===== src/rtl/mymem_axi_master.sv =====
`default_nettype none
// ============================================================================
// Module   : mymem_axi_master
// Purpose  : MEM-stage AXI-lite initiator. Turns one load/store request into a
//            single AW+W+B or AR+R transaction, stalls the pipeline until it
//            completes and then presents load data for one pipeline advance.
// Revision : 1.0  initial release
// ============================================================================
module mymem_axi_master #(
    parameter int TIMEOUT_CYCLES = 0,
    parameter int CNT_W          = 16
) (
    input  logic        clk,
    input  logic        rst,
    input  logic        mem_ce_i,
    input  logic        mem_we_i,
    input  logic [31:0] mem_addr_i,
    input  logic [3:0]  mem_sel_i,
    input  logic [31:0] mem_data_i,
    input  logic        mem_stall_i,
    output logic [31:0] mem_data_o,
    output logic        stallreq,
    output logic        bus_err_o,
    output logic [31:0] M_AXI_AWADDR,
    output logic        M_AXI_AWVALID,
    input  logic        M_AXI_AWREADY,
    output logic [31:0] M_AXI_WDATA,
    output logic [3:0]  M_AXI_WSTRB,
    output logic        M_AXI_WVALID,
    input  logic        M_AXI_WREADY,
    input  logic        M_AXI_BVALID,
    output logic        M_AXI_BREADY,
    output logic [31:0] M_AXI_ARADDR,
    output logic        M_AXI_ARVALID,
    input  logic        M_AXI_ARREADY,
    input  logic [31:0] M_AXI_RDATA,
    input  logic        M_AXI_RVALID,
    output logic        M_AXI_RREADY
);

    typedef enum logic [2:0] {
        ST_IDLE    = 3'd0,
        ST_WR_REQ  = 3'd1,
        ST_WR_RESP = 3'd2,
        ST_RD_ADDR = 3'd3,
        ST_RD_DATA = 3'd4,
        ST_DONE    = 3'd5
    } state_t;

    localparam logic             TO_EN      = (TIMEOUT_CYCLES != 0);
    localparam logic [CNT_W-1:0] TO_LAST    = CNT_W'(TIMEOUT_CYCLES - 1);
    localparam logic [31:0]      ABORT_DATA = 32'hDEAD_BEEF;

    state_t             state_q, state_d;
    logic [31:0]        addr_q, addr_d;
    logic [31:0]        wdata_q, wdata_d;
    logic [3:0]         wstrb_q, wstrb_d;
    logic [31:0]        data_q, data_d;
    logic               awvalid_q, awvalid_d;
    logic               wvalid_q, wvalid_d;
    logic               bready_q, bready_d;
    logic               arvalid_q, arvalid_d;
    logic               rready_q, rready_d;
    logic               err_q, err_d;
    logic [CNT_W-1:0]   cnt_q, cnt_d;

    logic aw_hs, w_hs, b_hs, ar_hs, r_hs, any_hs, wait_st, timeout;

    // VALID/READY outputs are only ever high in their own state, so these
    // handshakes are already qualified by state.
    assign aw_hs   = awvalid_q & M_AXI_AWREADY;
    assign w_hs    = wvalid_q  & M_AXI_WREADY;
    assign b_hs    = bready_q  & M_AXI_BVALID;
    assign ar_hs   = arvalid_q & M_AXI_ARREADY;
    assign r_hs    = rready_q  & M_AXI_RVALID;
    assign any_hs  = aw_hs | w_hs | b_hs | ar_hs | r_hs;
    assign wait_st = (state_q == ST_WR_REQ)  || (state_q == ST_WR_RESP) ||
                     (state_q == ST_RD_ADDR) || (state_q == ST_RD_DATA);
    assign timeout = TO_EN && wait_st && !any_hs && (cnt_q == TO_LAST);

    assign stallreq      = !rst && (((state_q == ST_IDLE) && mem_ce_i) || wait_st);
    assign mem_data_o    = data_q;
    assign bus_err_o     = err_q;
    assign M_AXI_AWADDR  = addr_q;
    assign M_AXI_ARADDR  = addr_q;
    assign M_AXI_WDATA   = wdata_q;
    assign M_AXI_WSTRB   = wstrb_q;
    assign M_AXI_AWVALID = awvalid_q;
    assign M_AXI_WVALID  = wvalid_q;
    assign M_AXI_BREADY  = bready_q;
    assign M_AXI_ARVALID = arvalid_q;
    assign M_AXI_RREADY  = rready_q;

    // Next-state, channel control and timeout logic
    always_comb begin
        state_d   = state_q;
        addr_d    = addr_q;
        wdata_d   = wdata_q;
        wstrb_d   = wstrb_q;
        data_d    = data_q;
        awvalid_d = awvalid_q;
        wvalid_d  = wvalid_q;
        bready_d  = bready_q;
        arvalid_d = arvalid_q;
        rready_d  = rready_q;
        err_d     = err_q;
        // Counter runs only while waiting on the slave; any handshake or
        // state change into/out of a wait state restarts it from zero.
        cnt_d     = (TO_EN && wait_st && !any_hs) ? cnt_q + 1'b1 : '0;

        case (state_q)
            ST_IDLE: begin
                if (mem_ce_i) begin
                    addr_d  = mem_addr_i;
                    wdata_d = mem_data_i;
                    wstrb_d = mem_sel_i;
                    if (mem_we_i) begin
                        state_d   = ST_WR_REQ;
                        awvalid_d = 1'b1;
                        wvalid_d  = 1'b1;
                    end else begin
                        state_d   = ST_RD_ADDR;
                        arvalid_d = 1'b1;
                    end
                end
            end
            ST_WR_REQ: begin
                if (aw_hs) awvalid_d = 1'b0;
                if (w_hs)  wvalid_d  = 1'b0;
                // Both address and data accepted (now or earlier)
                if ((!awvalid_q || aw_hs) && (!wvalid_q || w_hs)) begin
                    state_d  = ST_WR_RESP;
                    bready_d = 1'b1;
                end
            end
            ST_WR_RESP: begin
                if (b_hs) begin
                    bready_d = 1'b0;
                    state_d  = ST_DONE;
                end
            end
            ST_RD_ADDR: begin
                if (ar_hs) begin
                    arvalid_d = 1'b0;
                    rready_d  = 1'b1;
                    state_d   = ST_RD_DATA;
                end
            end
            ST_RD_DATA: begin
                if (r_hs) begin
                    data_d   = M_AXI_RDATA;
                    rready_d = 1'b0;
                    state_d  = ST_DONE;
                end
            end
            ST_DONE: begin
                if (!mem_stall_i) state_d = ST_IDLE;
            end
            default: state_d = ST_IDLE;
        endcase

        if (timeout) begin
            awvalid_d = 1'b0;
            wvalid_d  = 1'b0;
            bready_d  = 1'b0;
            arvalid_d = 1'b0;
            rready_d  = 1'b0;
            err_d     = 1'b1;
            data_d    = ABORT_DATA;
            state_d   = ST_DONE;
        end
    end

    // State and registered outputs; reset abandons any transaction in flight
    always_ff @(posedge clk) begin
        if (rst) begin
            state_q   <= ST_IDLE;
            addr_q    <= '0;
            wdata_q   <= '0;
            wstrb_q   <= '0;
            data_q    <= '0;
            awvalid_q <= 1'b0;
            wvalid_q  <= 1'b0;
            bready_q  <= 1'b0;
            arvalid_q <= 1'b0;
            rready_q  <= 1'b0;
            err_q     <= 1'b0;
            cnt_q     <= '0;
        end else begin
            state_q   <= state_d;
            addr_q    <= addr_d;
            wdata_q   <= wdata_d;
            wstrb_q   <= wstrb_d;
            data_q    <= data_d;
            awvalid_q <= awvalid_d;
            wvalid_q  <= wvalid_d;
            bready_q  <= bready_d;
            arvalid_q <= arvalid_d;
            rready_q  <= rready_d;
            err_q     <= err_d;
            cnt_q     <= cnt_d;
        end
    end

endmodule
`default_nettype wire


===== config.mk =====
export PLATFORM = sky130hd
export DESIGN_NAME = mymem_axi_master
export DESIGN_NICKNAME = d
export VERILOG_FILES = /design/src/rtl/mymem_axi_master.sv
export SDC_FILE = /design/constraint.sdc
export NUM_CORES = 1
export LEC_CHECK = 0
export ABC_CLOCK_PERIOD_IN_PS = 1700
export CORE_MARGIN = 5
export CORE_UTILIZATION = 38
export CTS_BUF_LIST = sky130_fd_sc_hd__clkbuf_4 sky130_fd_sc_hd__clkbuf_8 sky130_fd_sc_hd__clkbuf_16
export DETAILED_ROUTE_END_ITERATION = 8
export GPL_TIMING_DRIVEN = 0
export PLACE_DENSITY_LB_ADDON = 0.2
export SETUP_SLACK_MARGIN = 0.02
export SLEW_MARGIN = 40
export SYNTH_ARGS = -nofsm -noshare
export SYNTH_HDL_FRONTEND = slang
export SYNTH_SLANG_ARGS = --single-unit

===== constraint.sdc =====
create_clock -name clk -period 1.7 [get_ports clk]
set_input_delay 0.425 -clock clk [delete_from_list [all_inputs] [get_ports clk]]
set_output_delay 0.425 -clock clk [all_outputs]
set_load 0.01 [all_outputs]

# Word level (Yosys, flattened, before mapping)
# Index checks and enable logic that the tools add are counted.
# W data, S select, Z words.
# op_classes
bitwise,5
muxes,24
n_reduce_logical,25
eq_ne,15
# op_table
operator,count
$mux W3,6
$ne A2 B2 Y1 const B,9
$pmux W3 S6,1
$reduce_and A4 Y1,3
$mux W1,11
$pmux W1 S2,5
$reduce_bool A2 Y1,4
$eq A3 B2 Y1 const B,2
$eq A3 B3 Y1 const B,2
$logic_or A1 B1 Y1,6
$reduce_and A3 Y1,2
$reduce_and A6 Y1,1
$and A1 B1 Y1,5
$reduce_and A2 Y1,2
$eq A3 B1 Y1 const B,1
$logic_and A1 B1 Y1,3
$logic_not A1 Y1,3
$logic_not A3 Y1,1
$mux W2,1
$ne A2 B1 Y1 const B,1
# totals
register_bits,108

# Depth between registers and ports, before layout
# Gate-level depths: netlist of run 1.
# depth
depth_word,6
ltp_mapped,7
depth_no_buf,5

# Worst setup path before layout of run 1
# Ideal clock, no wire load.
# synth_timing
path_kind,input port to flip-flop
start,input M_AXI_WREADY
end,register state_q[1]
arrival_time_ps,1486
path_buffers,0
stages,5
path_slack_ps,144
cell_sequence,and2b_1 > o211ai_2 > o211ai_2 > or4_1 > a21oi_1
# synth_between
elab_chain_len,5
# synth_rtl
item,line_no,rtl
"start, declared",30,"input logic M_AXI_WREADY,"
$and A1 B1 Y1,72,assign w_hs = wvalid_q & M_AXI_WREADY;
$logic_or A1 B1 Y1,131,if ((!awvalid_q || aw_hs) && (!wvalid_q || w_hs)) begin
$logic_and A1 B1 Y1,131,
$ne A2 B1 Y1 (no line),n/a,
$reduce_and A6 Y1 (no line),n/a,
"end signal, assigned",190,state_q <= state_d;
"end, declared",54,"state_t state_q, state_d;"
# Every way passes these cells.
# A chain may end at the register's enable or synchronous reset.

# Final worst setup path of run 1
# layout_timing
start,input mem_ce_i
end,output stallreq
# layout_between
elab_chain_len,3
# layout_rtl
item,line_no,rtl
"start, declared",15,"input logic mem_ce_i,"
$logic_and A1 B1 Y1,81,assign stallreq = !rst && (((state_q == ST_IDLE) && mem_ce_i) || wait_st);
$logic_or A1 B1 Y1,81,
$logic_and A1 B1 Y1,81,
"end, declared",22,"output logic stallreq,"
# Every way passes these cells.

==> results of run 1 <==
==> metal layers <==
layer / global-route usage / vias to the layer above
met5: 0 / -
met4: 0.0524 / 0
met3: 0.0695 / 18
met2: 0.352 / 136
met1: 0.205 / 1974
li1: - / 2211
==> power breakdown <==
| part | internal [mW] | leakage [nW] | switching [mW] |
|---|---|---|---|
| combinational | 1.54 | 2.28 | 1.60 |
| sequential | 2.95 | 0.893 | 0.244 |
| clock | 0.588 | 0.0974 | 0.895 |
==> kinds of logic (layout without fill, tap and decap cells) <==
family	after synthesis	in the layout	synth area share
DFF	108	108	0.518
other	1	1	0.000898
AOI/OAI and AO/OA	117	117	0.150
and+or+nand+nor	234	234	0.230
buffers and inverters	71	340	0.102
==> registers in the layout, summed over array words and instances (netlist names) <==
signal / cells
M_AXI_AWVALID: 1
M_AXI_ARVALID: 1
M_AXI_WDATA: 32
M_AXI_RREADY: 1
M_AXI_BREADY: 1
M_AXI_WVALID: 1
state_q: 3
M_AXI_WSTRB: 4
mem_data_o: 32
M_AXI_ARADDR: 32
==> layout make-up <==
| type | count | area [sq um] | share of cell area |
|---|---|---|---|
| Inverter | 2 | 7.51 | 0.00108 |
| Sequential cell | 108 | 2200 | 0.316 |
| Clock inverter | 6 | 45.0 | 0.00645 |
| Tap cell | 140 | 175 | 0.0251 |
| Clock buffer | 10 | 138 | 0.0197 |
| Timing Repair Buffer | 255 | 2360 | 0.339 |
| Multi-Input combinational cell | 352 | 1610 | 0.230 |
| Buffer | 67 | 443 | 0.0634 |
==> how the worst max path moves through the flow <==
stage | to | start | slack [ns]
after floorplan | state_q[1]$_SDFFE_PP0P_ | M_AXI_WREADY | 0.14
after global placement | stallreq | rst | -0.63
after detailed placement | M_AXI_ARADDR[28]$_SDFFE_PP0P_ | mem_ce_i | -0.62
after CTS | stallreq | state_q[0]$_SDFFE_PP0P_ | -0.12
after global routing | stallreq | state_q[0]$_SDFFE_PP0P_ | -0.14
final | stallreq | mem_ce_i | -0.08
==> layout by cell type (no fill, tap or decap), types with 6 or more instances in the layout <==
master           netlist  routed
dfxtp_2                0      30
clkdlybuf4s50_1        0     107
nor2_1                 8       6
dfxtp_1              108      77
nand2_1              208     208
buf_4                 36      45
clkbuf_8               0      10
a21oi_1              106     106
clkbuf_1              19      17
dlygate4sd2_1          0     135
==> worst max-delay path, cell delays in order <==
cell and delay (ns):
dlygate4sd2_1 0.31, nor3_4 0.23, nor2_2 0.05, a21oi_1 0.13, nor2_1 0.05, buf_2 0.15
==> timing repair <==
action	in CTS	in global routing
hold buffers	0	0
pin swaps	4	4
setup endpoints to repair	146	46
setup buffers	3	6
resized for setup	173	20
==> impl_results.md, run 1 <==
* Cell area after placement at about 0.0068 sq mm
* Synth Instances at 531
* Max FO, Critical Path at 4
* Synth Net Count at between 600 and 700
* Hold Vio Cnt, Final at 0
* Clock Tree Buf Depth at 2
* Root Buffer: clkbuf_8
* Placed Cells at 917
* Async SR Flop Fraction at 0
* FF-to-FF path depth at 7
* TNS Setup at -0.0780 ns
* Vias in the first global route at ~4.1k
* Fmax at 0.562 GHz
* PnR Total Power at 7.82 mW
* Routed via count at 4339
* Drt first pass iters at 4
* Metal-1 WL at about 5000 um
* Die ar. at 0.0132 sq mm
* Fin area at 0.00698 sq mm
* Slew Viols, Final at 0
* Arrival time worst endpoint at 1.35 ns
* WP data required at 1.27 ns
* Synth Flop Type: dfxtp_1
* RR Endpoint: state_q[1]$_SDFFE_PP0P_
* Hold WS at 0.455 ns
* Hold Path Stages at 2
* Starting Density at 0.387
* ANT nets after route at 0
* GRT overflow at 0
* Worst setup SP type: input pin
* Hold EP: M_AXI_WDATA[19]$_SDFFE_PP0P_
* Largest net degree at the start of global routing at 20
* Met3 Wirelength at 1140 um
* R2r setup slk at 0.08 ns
* Synth top area share at 0.518
* Post-Syn Area per Cell at 7.87 sq um
* Synth cell types at 30
* Number of remaining DRC errors at 0
* Leakage power total at 3.27 nW
* Area grow syn2layout at 67.2%
* GRT Util Overall at 0.191
* Cts bufs inserted at 9
* Clock Latency Late Sink at 0.37 ns
* Fillers at 936
* Post-synth EDFFs at 0
* Final Wtd Congestion at 0.799
* Final worst setup slack at -0.0780 ns
* Max layer used: met4
* YS warnings at 0
* Kind of critical path: in2out
* VDD IR-drop max at 0.661 mV
* Initial antenna violation count at 0
* Dominant cell type by area after synthesis: dfxtp_1
* Fin util at 0.647
* Wire length per cell at 14.3 um
* Layout net count at 905
* Final HPWL DP at 10500 um
* Total of max-cap violations at 0
* Crit end category: output pin
* HP Start: M_AXI_WDATA[19]$_SDFFE_PP0P_
* Final period utilization at 1.05
* Sequential share of the synthesized area at 0.518
* Power Density at 1120 mW/mm^2
* Yosys reg bits at 108
* Min-delay worst type: reg2reg
* Drt first-iter violations at about 170
* Final WL at roughly 13000 um
* Area contributors post-synth: dfxtp_1, nand2_1, a21oi_1
* Chip height at roughly 110 um
* Core Region at 0.0108 sq mm
* Vias per std cell at 4.62
* Num rows at 38
* Wire length on met2 at 6980 um
* Status: complete, but fails checks
* Most frequent cell after synthesis: nand2_1
* Ports at 249
* Reg clk slew, reported paths at 0.09 ns
* PortBufs at around 250
* R2r startpoint: state_q[0]$_SDFFE_PP0P_
* Post-Syn Area at 0.00418 sq mm
* CTS sink cnt at 108
* ANT cells at 0
* Layout Skew at 0.00978 ns
* Pre-CTS WS at -0.617 ns
* Failing checks: negative setup slack
* RSZ-0062 raised after global routing: true
* Ratio of cells with drive above 1 in the final layout at 0.145
* Endpoints failing setup at 1
* Top cells by count, synth: nand2_1, dfxtp_1, a21oi_1
* TritonCTS clock tree: done
* CTS H-tree depth at 3
* Non-Filler Instances at 940
* Tmin final at 1.78 ns
* Die W at 115 um
* First-pass GRT wire length at 20200 um
Power figures use the tool's default switching activity.
==> inputs of run 2 (changes only) <==
--- a/config.mk
+++ b/config.mk
@@ -9,11 +9,14 @@
 export CORE_MARGIN = 5
 export CORE_UTILIZATION = 38
 export CTS_BUF_LIST = sky130_fd_sc_hd__clkbuf_4 sky130_fd_sc_hd__clkbuf_8 sky130_fd_sc_hd__clkbuf_16
+export CTS_CLUSTER_DIAMETER = 80
 export DETAILED_ROUTE_END_ITERATION = 8
 export GPL_TIMING_DRIVEN = 0
 export PLACE_DENSITY_LB_ADDON = 0.2
+export RECOVER_POWER = 100
 export SETUP_SLACK_MARGIN = 0.02
 export SLEW_MARGIN = 40
 export SYNTH_ARGS = -nofsm -noshare
 export SYNTH_HDL_FRONTEND = slang
 export SYNTH_SLANG_ARGS = --single-unit
+export TNS_END_PERCENT = 30
==> impl_results.md, run 2 (same netlist as run 1, synthesis figures left out) <==
* Fmax at 0.560 GHz (-0.45%)
* Clock Tree Buf Depth at 2 (unchanged)
* Number of remaining DRC errors at 0 (unchanged)
* Num rows at 38 (unchanged)
* Final Wtd Congestion at 0.799 (unchanged)
* Area grow syn2layout at 66.5%
* Routed via count at 4336 (-0.069%)
* Worst setup SP type: input pin
* Root Buffer: clkbuf_8
* PortBufs at 246 (unchanged)
* Commonest non-fill, non-tap cell in the layout: nand2_1
* Min-delay worst type: in2reg
* First-pass GRT wire length at 20200 um (-0.13%)
* Failing checks: negative setup slack
* Drt first pass iters at 4 (unchanged)
* Vias in the first global route at 4108 (-0.073%)
* ANT cells at 0 (unchanged)
* Fin area at 0.00696 sq mm (-0.38%)
* Drt first-iter violations at 166 (-4.0%)
* # hold bufs at CTS at 0 (unchanged)
* Final WL at 13300 um (-1.0%)
* Die ar. at 0.0132 sq mm (unchanged)
* Largest net degree at the start of global routing at 20 (unchanged)
* Crit end category: register
* CTS H-tree depth at 3 (unchanged)
* Reg clk slew, reported paths at 0.11 ns (+0.02 ns)
* Endpoints failing setup at 2 (+1)
* Final period utilization at 1.05 (+0.00474)
* Multi-input gate area at 0.00160 sq mm (-0.31%)
* Hold Vio Cnt, Final at 0 (unchanged)
* WP data required at 2.00 ns (+0.73 ns)
* PnR Total Power at 7.75 mW (-0.97%)
* Vias per std cell at 4.62 (+0.14%)
* Final worst setup slack at -0.0861 ns (-0.00806 ns)
* Die W at 115 um (unchanged)
* Ports at 249 (unchanged)
* Slew Viols, Final at 0 (unchanged)
* Cts bufs inserted at 9 (unchanged)
* TritonCTS clock tree: done
* ANT nets after route at 0 (unchanged)
* GRT Util Overall at 0.191 (-0.000220)
* Final HPWL DP at 10500 um (unchanged)
* Layout Skew at 0.00944 ns (-0.000344 ns)
* TNS Setup at -0.168 ns (-0.0899 ns)
* Cell area after placement at 0.00681 sq mm (unchanged)
* Total of max-cap violations at 0 (unchanged)
* Power Density at 1110 mW/mm^2 (-0.60%)
* Core Region at 0.0108 sq mm (unchanged)
* Arrival time worst endpoint at 2.08 ns (+0.73 ns)
* VDD IR-drop max at 0.663 mV (+0.25%)
* Ratio of cells with drive above 1 in the final layout at 0.145 (+0.000363)
* Initial antenna violation count at 0 (unchanged)
* Hold WS at 0.453 ns (-0.00193 ns)
* CTS sink cnt at 108 (unchanged)
* Layout net count at 903 (-0.22%)
* Status: complete, but fails checks
* Max FO, Critical Path at 5 (+1)
* RSZ-0062 raised after global routing: true
* Clock Latency Late Sink at 0.37 ns (about the same)
* GRT overflow at 0 (unchanged)
* Chip height at 115 um (unchanged)
* Register Area at 0.00220 sq mm (unchanged)
* Leakage power total at 3.21 nW (-1.8%)
* Highest-count cells in the layout ignoring fill and taps: nand2_1, dlygate4sd2_1, a21oi_1, clkdlybuf4s50_1, dfxtp_1
* Tmin final at 1.79 ns (+0.00806 ns)
* Wire length per cell at 14.2 um (-0.80%)
* Fillers at 937 (+0.11%)
* Starting Density at 0.387 (unchanged)
* Kind of critical path: in2reg
## run 2: changes by cell type in the layout (fill, tap and decap cells not counted), moves of 3 or more
| cell | previous run | this run |
|---|---|---|
| buf_4 | 45 | 42 |
| clkbuf_1 | 17 | 14 |
| clkbuf_2 | 2 | 5 |
| clkdlybuf4s25_1 | 0 | 3 |
| dlymetal6s2s_1 | 3 | 0 |
## run 2: cell type report
cell class / count / area share
sequential: 108 / 0.317
buffer: 68 / 0.0649
tap: 140 / 0.0252
inverter: 2 / 0.00108
clock inverter: 6 / 0.00648
clock buffer: 10 / 0.0198
timing repair buffer: 252 / 0.335
multi-input combinational: 352 / 0.230
## run 2: worst paths after layout
check | start | end | slack (ns) | cells past startpoint
worst max register to register | state_q[0]$_SDFFE_PP0P_ | state_q[1]$_SDFFE_PP0P_ | 0.05 | 7
worst min register to register | M_AXI_WDATA[26]$_SDFFE_PP0P_ | M_AXI_WDATA[26]$_SDFFE_PP0P_ | 0.46 | 2
worst max-delay path | M_AXI_WREADY | state_q[1]$_SDFFE_PP0P_ | -0.09 | 6
worst min-delay path | rst | M_AXI_WSTRB[0]$_SDFFE_PP0P_ | 0.45 | 2
## run 2: worst max-delay path, cell delays in order
cell	delay, ns
dlygate4sd3_1	0.54
and2b_1	0.21
o211ai_2	0.13
o211ai_1	0.19
or4_1	0.44
a21oi_1	0.14
## run 2: routing by layer
metal	GRT usage	wire, um	vias up
met4	0.0524	251	0
met1	0.205	5050	1958
met3	0.0695	1170	19
li1	-	-	2209
met2	0.351	6840	150
met5	0	0	-
## run 2: metrics by stage
step	utilization	cells	worst slack, ns
final	0.644	938	-0.0861
after global routing	0.644	938	-0.137
after global placement	0.631	917	-0.634
after floorplan	-	531	0.144
after CTS	0.638	934	-0.121
after detailed placement	0.631	917	-0.617
## run 2: power by group
group	total, mW	internal (mW)	switching (mW)	leakage, nW
registers	3.19	2.95	0.244	0.893
clock network	1.49	0.588	0.900	0.0974
logic	3.07	1.50	1.57	2.22
## run 2: repair_timing
item | 4_1_cts | 5_1_grt
buffers inserted | 2 | 4
gates resized for setup | 173 | 26
pin swaps | 5 | 2
setup endpoints to repair | 146 | 46
